## config.mk

```make
export PLATFORM = sky130hd
export DESIGN_NAME = ifstage_fetch
export DESIGN_NICKNAME = d
export VERILOG_FILES = /design/src/rtl/ifstage_fetch.sv
export SDC_FILE = /design/constraint.sdc
export NUM_CORES = 1
export LEC_CHECK = 0
export CAP_MARGIN = 20
export CORE_ASPECT_RATIO = 1.1
export CORE_MARGIN = 2
export CORE_UTILIZATION = 49
export CTS_CLUSTER_DIAMETER = 120
export CTS_CLUSTER_SIZE = 14
export DETAILED_ROUTE_END_ITERATION = 16
export GPL_TIMING_DRIVEN = 1
export PLACE_DENSITY = 0.91
export SYNTH_ARGS = -nofsm -noshare
export SYNTH_HDL_FRONTEND = slang
export SYNTH_SLANG_ARGS = --single-unit
```

## constraint.sdc

```tcl
create_clock -name Clk -period 3.3 [get_ports Clk]
set_input_delay 0.99 -clock Clk [delete_from_list [all_inputs] [get_ports Clk]]
set_output_delay 0.99 -clock Clk [all_outputs]
set_load 0.01 [all_outputs]
```

## src/rtl/ifstage_fetch.sv

```systemverilog
// Instruction fetch stage: owns the PC, issues single-outstanding req/ack fetches
// and hands each word to decode through a valid/ready IF/ID register.
module ifstage_fetch #(
  parameter logic [31:0] RESET_PC = 32'h0000_0000,
  parameter int          ADDR_W   = 10
) (
  input  logic              Clk,
  input  logic              Reset_n,
  output logic              IMem_Req,
  output logic [ADDR_W-1:0] IMem_Addr,
  input  logic              IMem_Ack,
  input  logic [31:0]       IMem_Data,
  output logic [31:0]       Instr,
  output logic [31:0]       PC_out,
  output logic              Instr_Valid,
  input  logic              ID_Ready,
  input  logic              PC_sel,
  input  logic [31:0]       Immed,
  input  logic              Redir_En,
  input  logic [31:0]       Redir_PC
);

  typedef enum logic [1:0] {S_RST, S_FETCH, S_VALID, S_DISCARD} state_t;

  state_t            state_q, state_d;
  logic [31:0]       pc_q, pc_d;
  logic [31:0]       instr_q, instr_d;
  logic [31:0]       pcout_q, pcout_d;
  logic              vld_q, vld_d;
  logic              req_q, req_d;
  logic [ADDR_W-1:0] addr_q, addr_d;

  logic [31:0] redir_pc;
  logic [31:0] seq_pc;
  logic        ack;
  logic        drop_req;

  assign redir_pc = Redir_PC & ~32'h3;
  assign seq_pc   = (pcout_q + 32'd4 + (PC_sel ? Immed : 32'd0)) & ~32'h3;
  // An ack only counts while our request is actually on the bus.
  assign ack      = IMem_Ack & req_q;

  always_comb begin
    state_d  = state_q;
    pc_d     = pc_q;
    instr_d  = instr_q;
    pcout_d  = pcout_q;
    vld_d    = vld_q;
    addr_d   = addr_q;
    drop_req = 1'b0;
    case (state_q)
      S_RST: begin
        state_d = S_FETCH;
        if (Redir_En) pc_d = redir_pc;
      end
      S_FETCH: begin
        if (Redir_En) begin
          pc_d = redir_pc;
          // Ack in the redirect cycle retires the old request, so drop Req
          // for a cycle and reissue; otherwise the stale ack must be drained.
          if (ack) drop_req = 1'b1;
          else if (req_q) state_d = S_DISCARD;
        end else if (ack) begin
          instr_d = IMem_Data;
          pcout_d = pc_q;
          vld_d   = 1'b1;
          state_d = S_VALID;
        end
      end
      S_VALID: begin
        if (Redir_En) begin
          vld_d   = 1'b0;
          pc_d    = redir_pc;
          state_d = S_FETCH;
        end else if (ID_Ready) begin
          vld_d   = 1'b0;
          pc_d    = seq_pc;
          state_d = S_FETCH;
        end
      end
      S_DISCARD: begin
        if (Redir_En) pc_d = redir_pc;
        if (ack) state_d = S_FETCH;
      end
      default: state_d = S_RST;
    endcase
    req_d = ((state_d == S_FETCH) && !drop_req) || (state_d == S_DISCARD);
    // The outstanding address stays put while the stale request drains.
    if (state_d != S_DISCARD) addr_d = pc_d[ADDR_W+1:2];
  end

  always_ff @(posedge Clk or negedge Reset_n) begin
    if (!Reset_n) begin
      state_q <= S_RST;
      pc_q    <= RESET_PC;
      instr_q <= 32'd0;
      pcout_q <= 32'd0;
      vld_q   <= 1'b0;
      req_q   <= 1'b0;
      addr_q  <= RESET_PC[ADDR_W+1:2];
    end else begin
      state_q <= state_d;
      pc_q    <= pc_d;
      instr_q <= instr_d;
      pcout_q <= pcout_d;
      vld_q   <= vld_d;
      req_q   <= req_d;
      addr_q  <= addr_d;
    end
  end

  assign IMem_Req    = req_q;
  assign IMem_Addr   = addr_q;
  assign Instr       = instr_q;
  assign PC_out      = pcout_q;
  assign Instr_Valid = vld_q;

endmodule

```

======== Yosys cells after proc, flatten, opt, wreduce, memory -nomap -nowiden ========
Cells that the tools add are included.
storage, ports and cells
  output and inout port bits .............. 76
  register bits after elaboration ......... 110
  input bits .............................. 102
  word-level logic and storage cells ...... 52
operators by class
  add/subtract/negate cells ............... 2
  mux-type cells .......................... 21
  equality and inequality tests ........... 10
  reductions and logical operators ........ 9
  bitwise operators ....................... 2
operator list
  cell                                                    count
  two-way mux 32 bit                                      4
  one-hot mux 32 bit (2 select lines)                     1
  adder 32 x 3 -> 32 bit (second input constant)          1
  adder 32 bit                                            1
  two-way mux 2 bit                                       7
  one-hot mux 2 bit (4 select lines)                      1
  two-way mux 1 bit                                       7
  equality test 2 bit (second input constant)             3
  inequality test 2 bit (second input constant)           3
  equality test 2 x 1 -> 1 bit (second input constant)    2
  AND reduction 4 bit                                     1
  inequality test 3 bit (second input constant)           1
  AND reduction 3 bit                                     1
  OR reduction 3 bit                                      1
  logical NOT 2 bit                                       1
  inequality test 2 x 1 -> 1 bit (second input constant)  1
  one-hot mux 1 bit (2 select lines)                      1
  AND reduction 2 bit                                     1
  nonzero test 2 bit                                      1
  AND 1 bit                                               1
  logical AND 1 bit                                       1
  logical NOT 1 bit                                       1
  logical OR 1 bit                                        1
  NOT 1 bit                                               1

======== Logic depth before layout (Yosys ltp) ========
  word-level depth ........................ 7
  depth in mapped cells ................... 14
  depth with buffers taken out ............ 12

======== Worst setup path after synthesis ========
OpenSTA, ideal clock, no wires.
  kind .................................... in2reg
  start point ............................. input port PC_sel
  end point ............................... register pc_q[28]
  setup time .............................. 129 ps
  data required time ...................... 3,171 ps
  path buffers ............................ 3
  setup slack ............................. -406 ps
  arrival time ............................ 3,577 ps
  stages .................................. 14
  cells stage by stage .................... clkbuf_1 > clkbuf_1 > and2_1 > ha_1 > ha_1 > buf_2 > nand2_1 > o21ai_0 > a221o_1 > nand3_1 > a2111o_1 > a31oi_1 > or3_1 > nand3_1
between the ends
  word-level cells in the longest chain between the ends .. 5
ends and longest elaborated chain
  item                                 RTL line  RTL
  from (decl)                          17        input logic PC_sel,
  two-way mux 32 bit                   39        assign seq_pc = (pcout_q + 32'd4 + (PC_sel ? Immed : 32'd0)) & ~32'h3;
  adder 32 bit                         39
  two-way mux 32 bit                   75        end else if (ID_Ready) begin
  two-way mux 32 bit                   71        if (Redir_En) begin
  one-hot mux 32 bit (2 select lines)  51        case (state_q)
  to (signal assigned)                 103       pc_q <= pc_d;
  to (decl)                            26        logic [31:0] pc_q, pc_d;
Every way passes these cells. The select of a mux whose other input is x is not followed.
A chain may end at the register's enable or synchronous reset.

======== Worst setup path in the final report ========
  start point ............................. input port PC_sel
  end point ............................... register pc_q[30]
Same word-level chain as after synthesis.

==> flow_summary.toml <==
[run_status]
violations = "setup timing"
status = "finished with violations"

[global_routing]
antenna_found_initial = 0
gr-total-overflow = 0
grt_use_met1_pct = 32.5
grt_usage_pct = 28.1
grt_use_met3_pct = 6.42
grt_pass1_vias = 6372
grt_use_met2_pct = 49.9
grt_pass1_wl_um = 31800
busiest_layer = "met2"
grt_max_degree = 107

[timing]
finalSetupViolCount = 3
finalCritPeriodShare_pct = 100
fin_setup_tns_ps = -14.7
slew-limit-headroom_pct = 59.7
rsz0062_at_grt = "true"
finalHoldViolCount = 0
skew_ps = 7.02
timing.hold.ws_ps = 504
setup_slack_ps = -10.0
fmax_mhz = 302
maxSlewViolCount = 0
min_period_ps = 3310
worst_pin_slew_ps = 605

[place]
dpl.hpwl_um = 14200
dp_cells = 1007
gp_congestion = 0.939
io_buffers = 171

[worst_hold_path]
hold_depth = 1
hp-class = "flop to flop"
holdPathEnd = "PC_out[30]"
min_from = "pc_q[30]"

[synth]
netlist_area_mm2 = 0.00650
synthTopCellsByCount = "dfrtp_1, mux2_2, ha_1, nand2_1, a21oi_1"
avgSynthCellArea_um2 = 10.4
synth.largest_area_cell = "dfrtp_1"
synth.most_common_cell = "dfrtp_1"
ys_seq_area_share_pct = 40.8
synth_edf_count = 0
synthCells = 627
synth-seq-cells = 106
ys_types = 64
async_reset_ff_share_pct = 100
yosysWarnings = 0
yosys-top-cells-area = "dfrtp_1, mux2_2, ha_1, and2_1, a21oi_1"
synthFlopType = "dfrtp_1"
yosys.area.top_type_share_pct = 40.8

[cells_and_area]
fill_cells = 813
syn_to_final_growth_pct = 55.2
fin_nets = 1035
final_cell_count_no_fill = 1040
diodes = 0
drive_above_1_share_pct = 32.7

[worst_setup_path]
slowest_delay_ps = 480
cp_common_cell = "ha_4"
reg2reg_slack_ps = 500
r2r_end = "pc_q[30]"
startpoint_type = "input pin"
required_ps = 3550
crit_type = "input pin to flop"
end_kind = "flop"
worstPathCellList = "buf_8 -> buf_6 -> and2_4 -> ha_4 -> ha_4 -> a21o_1 -> buf_4 -> o2bb2ai_4 -> a221oi_2 -> or4_4 -> a311oi_2 -> o21ai_1 -> mux2i_1 -> nand2_1"
r2r.worst_path.cells = 11
crit_buf_inv = 3
crit_slowest_cell = "or4_4"
arrival_ps = 3560
crit_path_max_fanout = 4
cpLargestDelayFamily = "compound AO/OA/AOI/OAI gates"
r2r-start = "PC_out[5]"

[cts]
ctsHtreeMaxLevel = 3
cts-buffers-inserted = 9
clkTransAtPathRegs_ps = 80
cts.sinks = 106
root_buffer = "clkbuf_16"
cts_tree = "done"
clk_latency_ps = 370
clock_path_buffers = 2

[drt]
antenna_left = 0
drtIter0Drc = 334
vias = 5981
wl_per_cell_um = 19.5
wl_um = 20300
drtPass1Iterations = 5
drc_errors = 0
drt-vias-per-instance = 5.75

[pwr]
p_switching_uw = 3240
vdd_ir_drop_max_mv = 0.516
p_sw_share_pct = 37.9
p_clk_share_pct = 12.9
p_leak_uw = 0.00435
internal-power_uw = 5310
p_per_area_mw_per_mm2 = 848
power_frac_seq_pct = 25.7
pwr-share-comb_pct = 61.3

[run]
cap_violations = 0

[floorplanning]
die_w_um = 114
ios = 178
dieArea_mm2 = 0.0142
rows = 44
die_h_um = 125
core_area_mm2 = 0.0131
start_util_pct = 49.6
state kept, by name, summed over array words and instances, names as in the netlist:
| signal | flops |
|---|---|
| IMem_Addr | 10 |
| IMem_Req | 1 |
| Instr | 32 |
| Instr_Valid | 1 |
| PC_out | 30 |
| pc_q | 30 |
| state_q | 2 |
area by class of cell:
cell class	count	area (um2)	area share, %
well taps	161	201	2.00
inverters	12	45.0	0.447
flip-flops and latches	106	2650	26.3
clock inverters	6	61.3	0.608
clock buffers	10	239	2.37
repair buffers	266	2500	24.8
multi-input cells	479	4380	43.5
layout by cell type (no fill, tap or decap), types with 7 or more instances in the layout:
cell type and instances:
clkdlybuf4s50_1 156, dfrtp_1 106, buf_4 88, mux2_2 72
nand2_1 41, ha_4 36, a21oi_1 33, nor2_1 26
o21ai_0 23, ha_1 22, and2_4 17, and2_1 14
a21o_1 13, o21ai_1 13, nand3_1 12, nor3_1 12
xor2_1 11, and3_1 11, inv_1 10, dlygate4sd2_1 10
xnor2_1 9, clkbuf_16 9, o21a_1 8, mux2i_1 7
worst register-to-register path, stage by stage (launching register included):
cell,delay (ps)
dfrtp_1,440
ha_4,270
ha_4,290
a21o_1,190
buf_4,150
o2bb2ai_4,120
a221oi_2,100
or4_4,480
a311oi_2,300
o21ai_1,120
mux2i_1,170
nand2_1,70
power by group through the flow:
stage | registers (uW) | clock network, uW | logic (uW)
final | 2200 | 1110 | 5250
after global routing | 2270 | 1160 | 5580
after CTS | 2190 | 1120 | 4960
after detailed placement | 2200 | 0 | 4660
after global placement | 2150 | 0 | 4490
after floorplan | 2340 | 0 | 2390
metrics by stage:
step	worst slack (ps)	utilization (%)	cell area [um2]	total power (uW)
final	-10.0	76.9	10100	8550
after CTS	0.465	75.3	9870	8270
after floorplan	-74.3	-	6930	4730
after global placement	-830	70.8	9270	6640
after global routing	-87.4	76.9	10100	9010
after detailed placement	-914	70.8	9270	6860
layer usage:
| layer | vias to the layer above | wire length [um] |
|---|---|---|
| li1 | 2756 | - |
| met1 | 2939 | 7810 |
| met5 | - | 0 |
| met3 | 58 | 1320 |
| met2 | 228 | 10500 |
| met4 | 0 | 651 |
timing repair:
action                                  4_1_cts  5_1_grt
cloned                                        1        0
buffers inserted                             12        4
gates resized for setup                      50       35
endpoints found under the setup margin       29       18
hold buffers                                  0        0
pin swaps                                    39       24
logic make-up after synthesis:
kind of cell | count (synthesis) | synth area share (%)
AOI/OAI and AO/OA | 136 | 14.0
muxes | 80 | 13.7
and+or+nand+nor | 177 | 14.1
other | 1 | 0.0577
DFF | 106 | 40.8
xor gates and xnor gates | 23 | 3.10
adders and majority gates | 59 | 11.4
buffers and inverters | 45 | 2.79
how the worst max path moves through the flow:
stage | startpoint | to | slack [ps] | cells past startpoint
floorplan | PC_sel | pc_q[28] | -70 | 14
global placement | PC_sel | pc_q[30] | -830 | 13
detailed placement | PC_sel | pc_q[27] | -910 | 13
CTS | PC_sel | pc_q[29] | 0.5 | 13
global route | PC_sel | pc_q[26] | -90 | 13
finish | PC_sel | pc_q[30] | -10 | 14
Note: power is estimated with default switching activity, not from simulation.
